### config.mk
export PLATFORM = sky130hd
export DESIGN_NAME = ip_ram_arbiter
export DESIGN_NICKNAME = d
export VERILOG_FILES = /design/src/rtl/ip_ram_arbiter_pkg.sv /design/src/rtl/ip_ram_req_latch.sv /design/src/rtl/ip_ram_arbiter.sv
export SDC_FILE = /design/constraint.sdc
export NUM_CORES = 1
export LEC_CHECK = 0
export CORE_UTILIZATION = 30
export CTS_CLUSTER_DIAMETER = 200
export CTS_CLUSTER_SIZE = 30
export DETAILED_ROUTE_END_ITERATION = 12
export DONT_BUFFER_PORTS = 1
export PLACE_DENSITY = 0.54
export SLEW_MARGIN = 20
export SYNTH_ARGS = -nofsm -noshare
export SYNTH_HDL_FRONTEND = slang
export SYNTH_SLANG_ARGS = --single-unit
### constraint.sdc
create_clock -name clk -period 6.15 [get_ports clk]
set_clock_uncertainty 0.2 [all_clocks]
set_input_delay 0 -clock clk [delete_from_list [all_inputs] [get_ports clk]]
set_output_delay 0 -clock clk [all_outputs]
set_load 0.02 [all_outputs]
### src/rtl/ip_ram_arbiter_pkg.sv
// Shared types and constants for the two-client RAM I/F arbiter.
package ip_ram_arbiter_pkg;

   typedef enum logic [1:0] {
      ST_IDLE  = 2'd0,
      ST_ISSUE = 2'd1,
      ST_WAIT  = 2'd2
   } state_t;

   typedef enum logic {
      OWNER_A = 1'b0,
      OWNER_B = 1'b1
   } owner_t;

   localparam logic [7:0] READ_TIMEOUT_DATA = 8'hFF;

endpackage

### src/rtl/ip_ram_req_latch.sv
// Turns one client's level-style rd/wr into a single latched request that
// stays pending until the arbiter grants it.
module ip_ram_req_latch
   import ip_ram_arbiter_pkg::*;
#(
   parameter int unsigned ADDR_W = 22
) (
   input  logic              clk,
   input  logic              n_reset,
   input  logic              rd,
   input  logic              wr,
   input  logic [ADDR_W-1:0] address,
   input  logic [7:0]        wdata,
   input  logic              clear,
   output logic              pend,
   output logic              is_wr,
   output logic [ADDR_W-1:0] req_addr,
   output logic [7:0]        req_wdata
);

   logic level;
   logic level_q;

   assign level = rd | wr;

   // clear only arrives while pend is set, so an edge in that cycle is dropped
   always_ff @(posedge clk) begin
      if (!n_reset) begin
         level_q   <= 1'b0;
         pend      <= 1'b0;
         is_wr     <= 1'b0;
         req_addr  <= '0;
         req_wdata <= '0;
      end else begin
         level_q <= level;
         if (clear) begin
            pend <= 1'b0;
         end else if (level && !level_q && !pend) begin
            pend      <= 1'b1;
            is_wr     <= wr;
            req_addr  <= address;
            req_wdata <= wdata;
         end
      end
   end

endmodule

### src/rtl/ip_ram_arbiter.sv
// Round-robin arbiter sharing one RAM controller between two clients, with
// one outstanding request, read-data routing and a completion timeout.
module ip_ram_arbiter
   import ip_ram_arbiter_pkg::*;
#(
   parameter int unsigned ADDR_W         = 22,
   parameter int unsigned TIMEOUT_CYCLES = 255
) (
   input  logic              clk,
   input  logic              n_reset,
   input  logic              a_rd,
   input  logic              a_wr,
   input  logic [ADDR_W-1:0] a_address,
   input  logic [7:0]        a_wdata,
   output logic [7:0]        a_rdata,
   output logic              a_rdata_en,
   input  logic              b_rd,
   input  logic              b_wr,
   input  logic [ADDR_W-1:0] b_address,
   input  logic [7:0]        b_wdata,
   output logic [7:0]        b_rdata,
   output logic              b_rdata_en,
   output logic              rd,
   output logic              wr,
   input  logic              busy,
   output logic [ADDR_W-1:0] address,
   output logic [7:0]        wdata,
   input  logic [7:0]        rdata,
   input  logic              rdata_en
);

   localparam logic [7:0] TIMEOUT_LIMIT = 8'(TIMEOUT_CYCLES);

   logic              a_pend, a_is_wr, b_pend, b_is_wr;
   logic [ADDR_W-1:0] a_req_addr, b_req_addr;
   logic [7:0]        a_req_wdata, b_req_wdata;
   logic              clear_a, clear_b;

   state_t            state, state_n;
   owner_t            owner, last_owner, grant_owner;
   logic              grant, own_wr, deliver;
   logic [7:0]        deliver_data;
   logic [7:0]        wait_cnt, wait_cnt_inc;
   logic              grant_is_wr;
   logic [ADDR_W-1:0] grant_addr;
   logic [7:0]        grant_wdata;

   ip_ram_req_latch #(.ADDR_W(ADDR_W)) u_latch_a (
      .clk(clk), .n_reset(n_reset), .rd(a_rd), .wr(a_wr),
      .address(a_address), .wdata(a_wdata), .clear(clear_a),
      .pend(a_pend), .is_wr(a_is_wr), .req_addr(a_req_addr), .req_wdata(a_req_wdata)
   );

   ip_ram_req_latch #(.ADDR_W(ADDR_W)) u_latch_b (
      .clk(clk), .n_reset(n_reset), .rd(b_rd), .wr(b_wr),
      .address(b_address), .wdata(b_wdata), .clear(clear_b),
      .pend(b_pend), .is_wr(b_is_wr), .req_addr(b_req_addr), .req_wdata(b_req_wdata)
   );

   always_ff @(posedge clk) begin
      if (!n_reset) state <= ST_IDLE;
      else          state <= state_n;
   end

   always_comb begin
      state_n      = state;
      grant        = 1'b0;
      grant_owner  = OWNER_A;
      deliver      = 1'b0;
      deliver_data = rdata;
      wait_cnt_inc = wait_cnt + 8'd1;
      case (state)
         ST_IDLE: begin
            if ((a_pend || b_pend) && !busy) begin
               grant = 1'b1;
               if (a_pend && b_pend)
                  grant_owner = (last_owner == OWNER_A) ? OWNER_B : OWNER_A;
               else if (b_pend)
                  grant_owner = OWNER_B;
               state_n = ST_ISSUE;
            end
         end
         ST_ISSUE: state_n = ST_WAIT;
         ST_WAIT: begin
            // a write may not finish in its first wait cycle: busy may not have risen yet
            if (!own_wr && rdata_en) begin
               deliver = 1'b1;
               state_n = ST_IDLE;
            end else if (own_wr && !busy && (wait_cnt != '0)) begin
               state_n = ST_IDLE;
            end else if (wait_cnt_inc == TIMEOUT_LIMIT) begin
               deliver      = !own_wr;
               deliver_data = READ_TIMEOUT_DATA;
               state_n      = ST_IDLE;
            end
         end
         default: state_n = ST_IDLE;
      endcase
   end

   assign clear_a     = grant && (grant_owner == OWNER_A);
   assign clear_b     = grant && (grant_owner == OWNER_B);
   assign grant_is_wr = (grant_owner == OWNER_B) ? b_is_wr     : a_is_wr;
   assign grant_addr  = (grant_owner == OWNER_B) ? b_req_addr  : a_req_addr;
   assign grant_wdata = (grant_owner == OWNER_B) ? b_req_wdata : a_req_wdata;

   always_ff @(posedge clk) begin
      if (!n_reset) begin
         owner      <= OWNER_A;
         last_owner <= OWNER_B;
         own_wr     <= 1'b0;
         rd         <= 1'b0;
         wr         <= 1'b0;
         address    <= '0;
         wdata      <= '0;
         wait_cnt   <= '0;
         a_rdata    <= READ_TIMEOUT_DATA;
         b_rdata    <= READ_TIMEOUT_DATA;
         a_rdata_en <= 1'b0;
         b_rdata_en <= 1'b0;
      end else begin
         rd         <= 1'b0;
         wr         <= 1'b0;
         a_rdata_en <= 1'b0;
         b_rdata_en <= 1'b0;
         if (grant) begin
            owner      <= grant_owner;
            last_owner <= grant_owner;
            own_wr     <= grant_is_wr;
            address    <= grant_addr;
            wdata      <= grant_wdata;
            rd         <= !grant_is_wr;
            wr         <= grant_is_wr;
         end
         if (state == ST_ISSUE)
            wait_cnt <= '0;
         else if (state == ST_WAIT)
            wait_cnt <= wait_cnt_inc;
         if (deliver) begin
            if (owner == OWNER_A) begin
               a_rdata    <= deliver_data;
               a_rdata_en <= 1'b1;
            end else begin
               b_rdata    <= deliver_data;
               b_rdata_en <= 1'b1;
            end
         end
      end
   end

endmodule

==> impl_results.md <==
- Startpoint Class: flop
- Status: completed
- Post-route setup TNS: 0 ps
- Final WL: 14700 µm
- Syn nets: 680
- Slowest stage delay, CP: 660 ps
- CP top delay family: buffers and inverters
- Grt total ovfl: 0
- RSZ-0062 raised after global routing: false
- Ys flop type: dfxtp_1
- Nets: 749
- Routed Antenna Nets: 0
- Crit Path Category: reg -> reg
- Synth async-reset ratio: 0%
- N_diodes: 0
- Crit path max fanout: 17
- Dpl hpwl: 9030 µm
- Slew Viols, Final: 0
- Longest Clk Path Bufs: 2
- Clk slew on worst S/H paths: 50 ps
- Chip width: 133 µm
- Final Hold Viols: 0
- Gate Count Post-Synth: 601
- Initial Utilization: 30.9%
- Largest net degree at the start of global routing: 58
- Commonest non-fill, non-tap cell in the layout: nand2_1
- Port bufs: 0
- Yosys warnings: 0
- H-tree depth: 4
- Iteration-0 DRC Markers: 200
- Core area: 16700 µm²
- Mean routed wirelength per cell: 16.3 µm
- Critical Path End Type: flop
- Max-cap violation count: 0
- Peak supply drop: 0.193 mV
- Setup violations, final: 0
- WP buf/inv: 2
- Yosys reg bits: 129
- Most frequent cells in the layout: nand2_1, dfxtp_1, dlygate4sd3_1
- Number of synthesized flops with an enable pin: 0
- Slowest-stage cell, CP: dfxtp_1
- Pleak: 2.39 nW
- Rows: 47
- Share of cells above drive strength 1: 7.04%
- Post-synth cell types: 45
- FF+latch area: 2580 µm²
- I/O pins: 126
- CTS Buf Count: 17
- Vias in the first global route: 4670
- Slew @ Worst Pin: 974 ps
- Most frequent cell on the critical path: dlygate4sd3_1
- Initial antenna violation count: 0
- Crit path arrival time: 3260 ps
- Area of the multi-input gates: 2380 µm²
- CTS resizes: 0
- Final worst slack: 2990 ps
- CP required: 6250 ps
- CTS tree: done
- CP Cell Sequence: and2b_1, nand4_1, o31ai_1, dlygate4sd3_1, o311ai_1, dlygate4sd3_1
- Register area share after synthesis: 50.0%
- Routability Congestion: 0.760
- Mapped cell area: 5170 µm²
- Slew headroom: 34.9%
- # fillers: 1621
- # DRC: 0
- Via count: 4589
- Full die area: 17700 µm²
- Post-Syn Area per Cell: 8.60 µm²
- Area Growth Syn to Fin: 32.3%
- Die height: 133 µm
- Fin crit share: 51.3%
- Pre-antenna DRT Iters: 4
- PwrDens: 330 nW/µm²
- CTS root buffer: clkbuf_16
- Worst skew pair latency: 420 ps
- Vias per cell: 5.09
- Total track usage: 17.0%
- Clock sink count: 129
- Hold Path Class: in -> reg
- Fmax: 317 MHz
- Final min period: 3160 ps
- Post-placement worst setup slack: 3830 ps
- Global-route wire length before repair: 23600 µm
[synthesized netlist by cell type (all sizes together), types with 4 or more instances]
master | instances | area share, %
o211ai | 4 | 0.58
o21ai | 6 | 0.58
a21oi | 71 | 6.9
nor3 | 8 | 0.78
nor4 | 6 | 0.73
o31ai | 11 | 1.6
buf | 14 | 1.4
o311ai | 19 | 3.2
mux2i | 33 | 6.4
nor2 | 47 | 3.4
nand2 | 134 | 9.7
a211oi | 32 | 4.7
dfxtp | 129 | 50
clkbuf | 34 | 2.5
inv | 7 | 0.51
nand3 | 6 | 0.58
[per-stage QoR]
| stage | power (W) | hold WS [ps] | cells | utilization [%] | cell area, µm² |
|---|---|---|---|---|---|
| 6_report | 0.00226 | 53.6 | 902 | 40.9 | 6840 |
| 5_1_grt | 0.00236 | 67.2 | 902 | 40.9 | 6840 |
| 4_1_cts | 0.00228 | 40.1 | 902 | 40.9 | 6840 |
| 3_5_place_dp | 0.00120 | -115 | 781 | 31.9 | 5330 |
| 3_3_place_gp | 0.00119 | -119 | 781 | 31.9 | 5330 |
| 2_1_floorplan | 0.00114 | -68.5 | 601 | - | 5170 |
[final timing paths]
kind / endpoint / slack, ps / depth (start not counted) / from
max reg2reg: a_rdata[2] / 2990 / 6 / state[1]
min: b_rdata_en / 50 / 4 / rdata_en
max: a_rdata[2] / 2990 / 6 / state[1]
min reg2reg: u_latch_a.req_addr[10] / 250 / 2 / u_latch_a.req_addr[10]
[worst min-delay path: cells and delay by family]
kind,cells,cell delay (ps)
AO/OA/AOI/OAI,2,370
AND/OR/NAND/NOR,2,250
[state kept, by name, summed over array words and instances, names as in the netlist]
register / count
u_latch_a.req_addr: 22
u_latch_b.req_wdata: 8
address: 22
u_latch_b.is_wr: 1
u_latch_a.level_q: 1
u_latch_a.req_wdata: 8
b_rdata_en: 1
u_latch_b.level_q: 1
u_latch_b.req_addr: 22
u_latch_b.pend: 1
rd: 1
state: 2
wait_cnt: 8
wr: 1
u_latch_a.pend: 1
a_rdata_en: 1
own_wr: 1
b_rdata: 8
last_owner: 1
a_rdata: 8
u_latch_a.is_wr: 1
wdata: 8
owner: 1
[report_power, final]
group	leakage, nW	switching (W)	total (W)	internal, W
registers	1.06	0.0000735	0.000971	0.000897
clock network	0.295	0.000360	0.00102	0.000664
logic	1.04	0.000152	0.000263	0.000111
[repair_timing]
action	4_1_cts	5_1_grt
hold buffers	90	0
setup buffers	0	0
hold endpoints to repair	122	0
setup endpoints to repair	0	0
[cells by family (layout without fill, tap and decap cells)]
| logic type | after synthesis | after routing | share of synthesized area, % |
|---|---|---|---|
| muxes | 33 | 33 | 6.39 |
| and+or+nand+nor | 224 | 224 | 18.6 |
| adders and majority gates | 3 | 3 | 0.727 |
| xor gates and xnor gates | 1 | 1 | 0.170 |
| AOI/OAI and AO/OA | 156 | 156 | 19.7 |
| DFF | 129 | 129 | 50.0 |
| buffers and inverters | 55 | 136 | 4.38 |
[cell type report]
class	count	share of cell area (%)
tap	220	4.03
sequential	129	37.8
multi-input combinational	417	34.9
clock inverter	10	1.96
inverter	7	0.403
timing repair buffer	98	14.1
clock buffer	21	6.88
[per-layer routing]
layer  vias to the layer above  GRT usage [%]  share of wire [%]
li1                       2254              -                  -
met1                      2179           19.1                 42
met2                       134           29.1                 49
met3                        22           7.00                7.6
met4                         0           5.49                1.3
met5                         -              0                  0
No activity file was read; power rests on OpenSTA's default activity.
